$ cat config.mk
export PLATFORM = sky130hd
export DESIGN_NAME = collision_detector
export DESIGN_NICKNAME = d
export VERILOG_FILES = /design/src/rtl/collision_pkg.sv /design/src/rtl/overlap_counter.sv /design/src/rtl/collision_detector.sv
export SDC_FILE = /design/constraint.sdc
export NUM_CORES = 1
export LEC_CHECK = 0
export ABC_AREA = 1
export BUFFER_PORTS_ARGS = -buffer_cell sky130_fd_sc_hd__buf_4
export CAP_MARGIN = 40
export CORE_MARGIN = 2
export CORE_UTILIZATION = 40
export DETAILED_ROUTE_END_ITERATION = 10
export SLEW_MARGIN = 5
export SYNTH_ARGS = -nofsm -noshare
export SYNTH_HDL_FRONTEND = slang
export SYNTH_SLANG_ARGS = --single-unit
export TNS_END_PERCENT = 5
$ cat constraint.sdc
create_clock -name clk -period 2.2 [get_ports clk]
set_clock_uncertainty 0.15 [all_clocks]
set_input_delay 0.22 -clock clk [delete_from_list [all_inputs] [get_ports clk]]
set_output_delay 0.22 -clock clk [all_outputs]
set_load 0.01 [all_outputs]
$ cat src/rtl/collision_pkg.sv
// Shared encodings and widths for the collision detector.
package collision_pkg;
    localparam int COORD_W = 10;
    localparam int CNT_W   = 10;
    localparam logic [CNT_W-1:0] CNT_MAX = 10'd1023;

    typedef enum logic [1:0] {
        GRACE = 2'b00,
        ARMED = 2'b01,
        HIT   = 2'b10
    } state_e;
endpackage

$ cat src/rtl/overlap_counter.sv
// Per-frame saturating overlap counter with capture of the frame's first overlap coordinate.
module overlap_counter
    import collision_pkg::*;
(
    input  logic               clk,
    input  logic               hard_reset,
    input  logic               clear_i,
    input  logic               ovl_i,
    input  logic [COORD_W-1:0] pixel_x_i,
    input  logic [COORD_W-1:0] pixel_y_i,
    output logic [CNT_W-1:0]   cnt_o,
    output logic [CNT_W-1:0]   cnt_eval_o,
    output logic [COORD_W-1:0] first_x_o,
    output logic [COORD_W-1:0] first_y_o
);
    logic [CNT_W-1:0]   cnt_q, cnt_d;
    logic [COORD_W-1:0] fx_q, fx_d, fy_q, fy_d;
    logic               first_ovl;

    // A zero count doubles as the "no overlap yet this frame" flag; saturation never returns it to 0.
    assign first_ovl  = ovl_i && (cnt_q == '0);
    assign cnt_eval_o = (ovl_i && (cnt_q != CNT_MAX)) ? cnt_q + 10'd1 : cnt_q;
    assign first_x_o  = first_ovl ? pixel_x_i : fx_q;
    assign first_y_o  = first_ovl ? pixel_y_i : fy_q;
    assign cnt_o      = cnt_q;

    always_comb begin
        cnt_d = clear_i ? '0 : cnt_eval_o;
        fx_d  = first_x_o;
        fy_d  = first_y_o;
    end

    always_ff @(posedge clk or posedge hard_reset) begin
        if (hard_reset) begin
            cnt_q <= '0;
            fx_q  <= '0;
            fy_q  <= '0;
        end else begin
            cnt_q <= cnt_d;
            fx_q  <= fx_d;
            fy_q  <= fy_d;
        end
    end
endmodule

$ cat src/rtl/collision_detector.sv
// Player/obstacle collision detector: per-frame overlap count, hit latch and optional
// post-reset grace period enabled by COLLISION_GRACE_EN.
module collision_detector
    import collision_pkg::*;
#(
    parameter int MIN_OVERLAP  = 4,
    parameter int GRACE_FRAMES = 60
) (
    input  logic               clk,
    input  logic               hard_reset,
    input  logic               game_en,
    input  logic               game_reset,
    input  logic               frame_tick,
    input  logic               video_on,
    input  logic               player_on,
    input  logic               obstacle_on,
    input  logic [COORD_W-1:0] pixel_x,
    input  logic [COORD_W-1:0] pixel_y,
    output logic               collision,
    output logic [COORD_W-1:0] hit_x,
    output logic [COORD_W-1:0] hit_y,
    output logic               armed
);
    localparam logic [CNT_W-1:0] MIN_LD = CNT_W'(MIN_OVERLAP);

    logic               overlap;
    logic [CNT_W-1:0]   overlap_cnt, cnt_eval;
    logic [COORD_W-1:0] first_x, first_y;
    logic               fire;
    state_e             state_q, state_d;
    logic               col_q, col_d;
    logic [COORD_W-1:0] hx_q, hx_d, hy_q, hy_d;

    assign overlap = video_on & player_on & obstacle_on & game_en;

    overlap_counter u_ovl (
        .clk        (clk),
        .hard_reset (hard_reset),
        .clear_i    (game_reset | frame_tick),
        .ovl_i      (overlap),
        .pixel_x_i  (pixel_x),
        .pixel_y_i  (pixel_y),
        .cnt_o      (overlap_cnt),
        .cnt_eval_o (cnt_eval),
        .first_x_o  (first_x),
        .first_y_o  (first_y)
    );

    assign fire = (state_q == ARMED) && frame_tick && game_en && (cnt_eval >= MIN_LD);

`ifdef COLLISION_GRACE_EN
    localparam logic [7:0] GRACE_LD = 8'(GRACE_FRAMES);
    logic [7:0] grace_q, grace_d;

    always_ff @(posedge clk or posedge hard_reset) begin
        if (hard_reset) grace_q <= '0;
        else            grace_q <= grace_d;
    end
`else
    logic unused_grace;
    assign unused_grace = ^8'(GRACE_FRAMES);
`endif

    always_ff @(posedge clk or posedge hard_reset) begin
        if (hard_reset) state_q <= ARMED;
        else            state_q <= state_d;
    end

    always_comb begin
        state_d = state_q;
`ifdef COLLISION_GRACE_EN
        grace_d = grace_q;
`endif
        if (game_reset) begin
`ifdef COLLISION_GRACE_EN
            state_d = GRACE;
            grace_d = GRACE_LD;
`else
            state_d = ARMED;
`endif
        end else begin
            case (state_q)
                GRACE: begin
`ifdef COLLISION_GRACE_EN
                    if (frame_tick && game_en) begin
                        if (grace_q <= 8'd1) begin
                            grace_d = '0;
                            state_d = ARMED;
                        end else begin
                            grace_d = grace_q - 8'd1;
                        end
                    end
`else
                    state_d = ARMED;
`endif
                end
                ARMED:   if (fire) state_d = HIT;
                HIT:     state_d = HIT;
                default: state_d = ARMED;
            endcase
        end
    end

    always_comb begin
        col_d = col_q;
        hx_d  = hx_q;
        hy_d  = hy_q;
        if (game_reset) begin
            col_d = 1'b0;
            hx_d  = '0;
            hy_d  = '0;
        end else if (fire) begin
            col_d = 1'b1;
            hx_d  = first_x;
            hy_d  = first_y;
        end
    end

    always_ff @(posedge clk or posedge hard_reset) begin
        if (hard_reset) begin
            col_q <= 1'b0;
            hx_q  <= '0;
            hy_q  <= '0;
        end else begin
            col_q <= col_d;
            hx_q  <= hx_d;
            hy_q  <= hy_d;
        end
    end

    always_comb begin
        armed     = (state_q == ARMED);
        collision = col_q;
        hit_x     = hx_q;
        hit_y     = hy_q;
    end
endmodule

==> summary.md <==
| Metric | Value |
|---|---|
| Run status | `complete, but fails checks` |
| Violated checks | `setup timing` |
| Max Slew Vio Count | `0` |
| Total die area | `7110 µm²` |
| H-tree depth | `2` |
| Final wirelength | `6050 µm` |
| Antenna violations before repair | `0` |
| Max-cap viol count | `0` |
| Area share of fa/ha/maj cells after synthesis | `1.45%` |
| Count of state elements after synthesis | `53` |
| Highest Clock Rate | `450 MHz` |
| Ratio of cells with drive above 1 in the final layout | `33.4%` |
| Antenna viol nets, final | `0` |
| Pre-CTS setup slack | `-0.0596 ns` |
| Total standard cell area after synthesis | `2580 µm²` |
| Final Setup Violations | `15` |
| Register-to-register setup slack | `-0.02 ns` |
| Post-synthesis share of cell area spent on xor and xnor gates | `0%` |
| Inst Count DP | `432` |
| Post-synthesis share of cell area spent on and, or, nand and nor gates | `31.7%` |
| Buffers on Ports | `49` |
| Skew-Pair Late Insertion Delay | `0.31 ns` |
| Post-detail-place hpwl | `4100 µm` |
| Final design utilization | `53.4%` |
| Setup_tns | `-0.198 ns` |
| Starting density of the core | `40.9%` |
| Area growth from synthesis to layout | `30.5%` |
| Total Nets Final | `401` |
| 1st-iter DRT viols | `125` |
| Die boundary height | `84.4 µm` |
| Portion of the post-synthesis area used by sequential elements | `51.4%` |
| Power Density | `586 nW/µm²` |
| Post-route cell area | `3370 µm²` |
| Top library cells by usage in the layout, fill and taps aside | `62 x nand2_1, 62 x buf_4, 52 x dfrtp_1` |
| Top Ports | `50` |
| DRC errors left | `0` |
| Period utilisation layout | `101%` |
| Worst Path Required | `2.31 ns` |
| Total via count after detailed routing | `2223` |
| Final Instance Count excl. Fillers | `448` |
| Main combinational cell family by area after synthesis | `simple AND/OR/NAND/NOR gates` |
| Worst relative slew slack | `65.3%` |
| Mux cell area share after synthesis | `0%` |
| Mean number of vias per cell | `4.96` |
| Pleak | `1.76 nW` |
| Final worst path period need | `2.22 ns` |
| Largest net degree at the start of global routing | `41` |
| Average cell area after synthesis | `8.41 µm²` |
| Vias in the first global route | `2119` |
| Fin worst setup slack | `-0.0242 ns` |
| Number of search-and-repair iterations in the first detailed-routing pass | `4` |
| Core footprint | `6310 µm²` |
| CTS Buf Count | `5` |
| Number of clock sinks seen by CTS | `53` |
| Setup repair after global routing missed its margin | `yes` |
| Worst vdd rail ir drop | `300 µV` |
| Die span in x | `84.4 µm` |
| Post-DP Area | `3080 µm²` |
| Number of standard-cell rows in the floorplan | `29` |
| Count of mapped cells out of synthesis | `307` |
| Clock root buffer | `clkbuf_8` |
| First-pass GRT wire length | `9880 µm` |
| Arrival time at the worst endpoint | `2.33 ns` |
| Number of antenna repair diodes | `0` |
| Routed wire length per instance | `13.5 µm` |
| Type of element capturing the critical path | `flip-flop` |
| Gr usage total | `17.2%` |
| Total congestion overflow after global routing | `0` |
| Maximum fanout along the worst path | `7` |
| Number of warnings reported in the yosys synthesis log | `0` |
| Final weighted congestion in routability-driven placement | `0.817` |
| Post-synthesis cell type count | `23` |
| Type of the worst setup path | `flip-flop to flip-flop` |
| Maximum buffer depth of the clock tree | `2` |
| Post-synthesis net count | `338` |
| Clock-pin slew on the worst setup and hold paths | `0.10 ns` |
| Area fraction in compound gates after synthesis | `5.62%` |
| Final hold violation count | `0` |
| Type of the most critical hold path | `input pin to flip-flop` |
| Kind of start point of the critical path | `flip-flop` |
| TritonCTS clock tree | `yes` |
| Slew at the pin closest to its max-slew limit | `0.521 ns` |
==> path summary, 6_finish.rpt <==
path / from / end / cells past startpoint
max: u_ovl.cnt_o[1] / hit_y[3] / 14
min: frame_tick / u_ovl.cnt_o[1] / 4
max reg2reg: u_ovl.cnt_o[1] / hit_y[3] / 14
min reg2reg: state_q[0] / state_q[0] / 2
max in group asynchronous: hard_reset / state_q[0] / 4
min in group asynchronous: hard_reset / hit_y[2] / 3
==> cell type report <==
type	count	area, µm²
inverter	44	168
clock inverter	2	13.8
clock buffer	6	72.6
timing repair buffer	70	579
multi-input combinational	196	1110
sequential	53	1330
tap	77	96.3
fill	619	2940
==> cells in the mapped netlist <==
library cell,count,area (µm²)
buf_6,2,22.5
nand3_2,11,110
buf_2,4,20.0
nor2_4,2,22.5
nand4_1,26,163
and3_1,1,6.26
nor2_2,2,12.5
o21ai_0,22,110
dfrtp_1,52,1300
buf_1,2,7.51
a21oi_1,7,35.0
nand2_1,75,282
clkbuf_1,6,22.5
ha_1,3,37.5
nand2_4,1,11.3
inv_2,4,15.0
inv_1,40,150
nand2_2,6,37.5
nand3_1,21,105
nor3_1,2,10.0
buf_8,1,15.0
dfstp_2,1,26.3
nor2_1,16,60.1
==> registers in the layout (all words and copies together), names as in the netlist <==
signal and cells:
u_ovl.fy_q 10, collision 1, state_q 2, u_ovl.cnt_o 10
hit_y 10, hit_x 10, u_ovl.fx_q 10
==> cells by family after synthesis <==
family                   after synthesis
adder cells (fa/ha/maj)                3
flip-flops                            53
AO/OA/AOI/OAI                         29
AND/OR/NAND/NOR                      163
buffers and inverters                 59
==> where the power goes <==
| group | switching, W | total (W) | internal [W] | leakage, nW |
|---|---|---|---|---|
| clock | 0.000332 | 0.000560 | 0.000228 | 0.0456 |
| combinational | 0.000191 | 0.000313 | 0.000122 | 1.01 |
| sequential | 0.0000300 | 0.00110 | 0.00107 | 0.708 |
==> worst max-delay path, stage by stage, from the launching register on <==
cell       delay (ns)
dfrtp_1          0.39
ha_2             0.19
nand2_2          0.08
nor2_4           0.20
nand3_4          0.16
nand2_2          0.10
nand2_2          0.05
nand2_2          0.09
nand2_2          0.07
nor2_4           0.14
nand3_4          0.14
nand2_8          0.12
clkbuf_16        0.17
nand3_2          0.05
nand2_1          0.08
==> per-layer routing <==
layer / GRT usage, % / up-vias / routed length (µm)
met5: 0 / - / 0
met4: 5.48 / 0 / 68
met3: 3.83 / 5 / 214
met2: 27.0 / 43 / 3000
met1: 24.0 / 1054 / 2760
li1: - / 1121 / -
==> stage by stage <==
step,total power [W],hold WS [ns]
5_1_grt,0.00209,0.0595
2_1_floorplan,0.00131,0.133
4_1_cts,0.00199,0.0444
6_report,0.00198,0.0439
3_5_place_dp,0.00143,0.130
3_3_place_gp,0.00142,0.128
==> repair_timing <==
item	in CTS	in global routing
cloned	0	2
buffers inserted	0	4
endpoints found under the hold margin	23	0
gates resized for setup	1	33
endpoints found under the setup margin	21	22
hold buffers	2	0
pin swaps	0	18
Power figures use the tool's default switching activity.
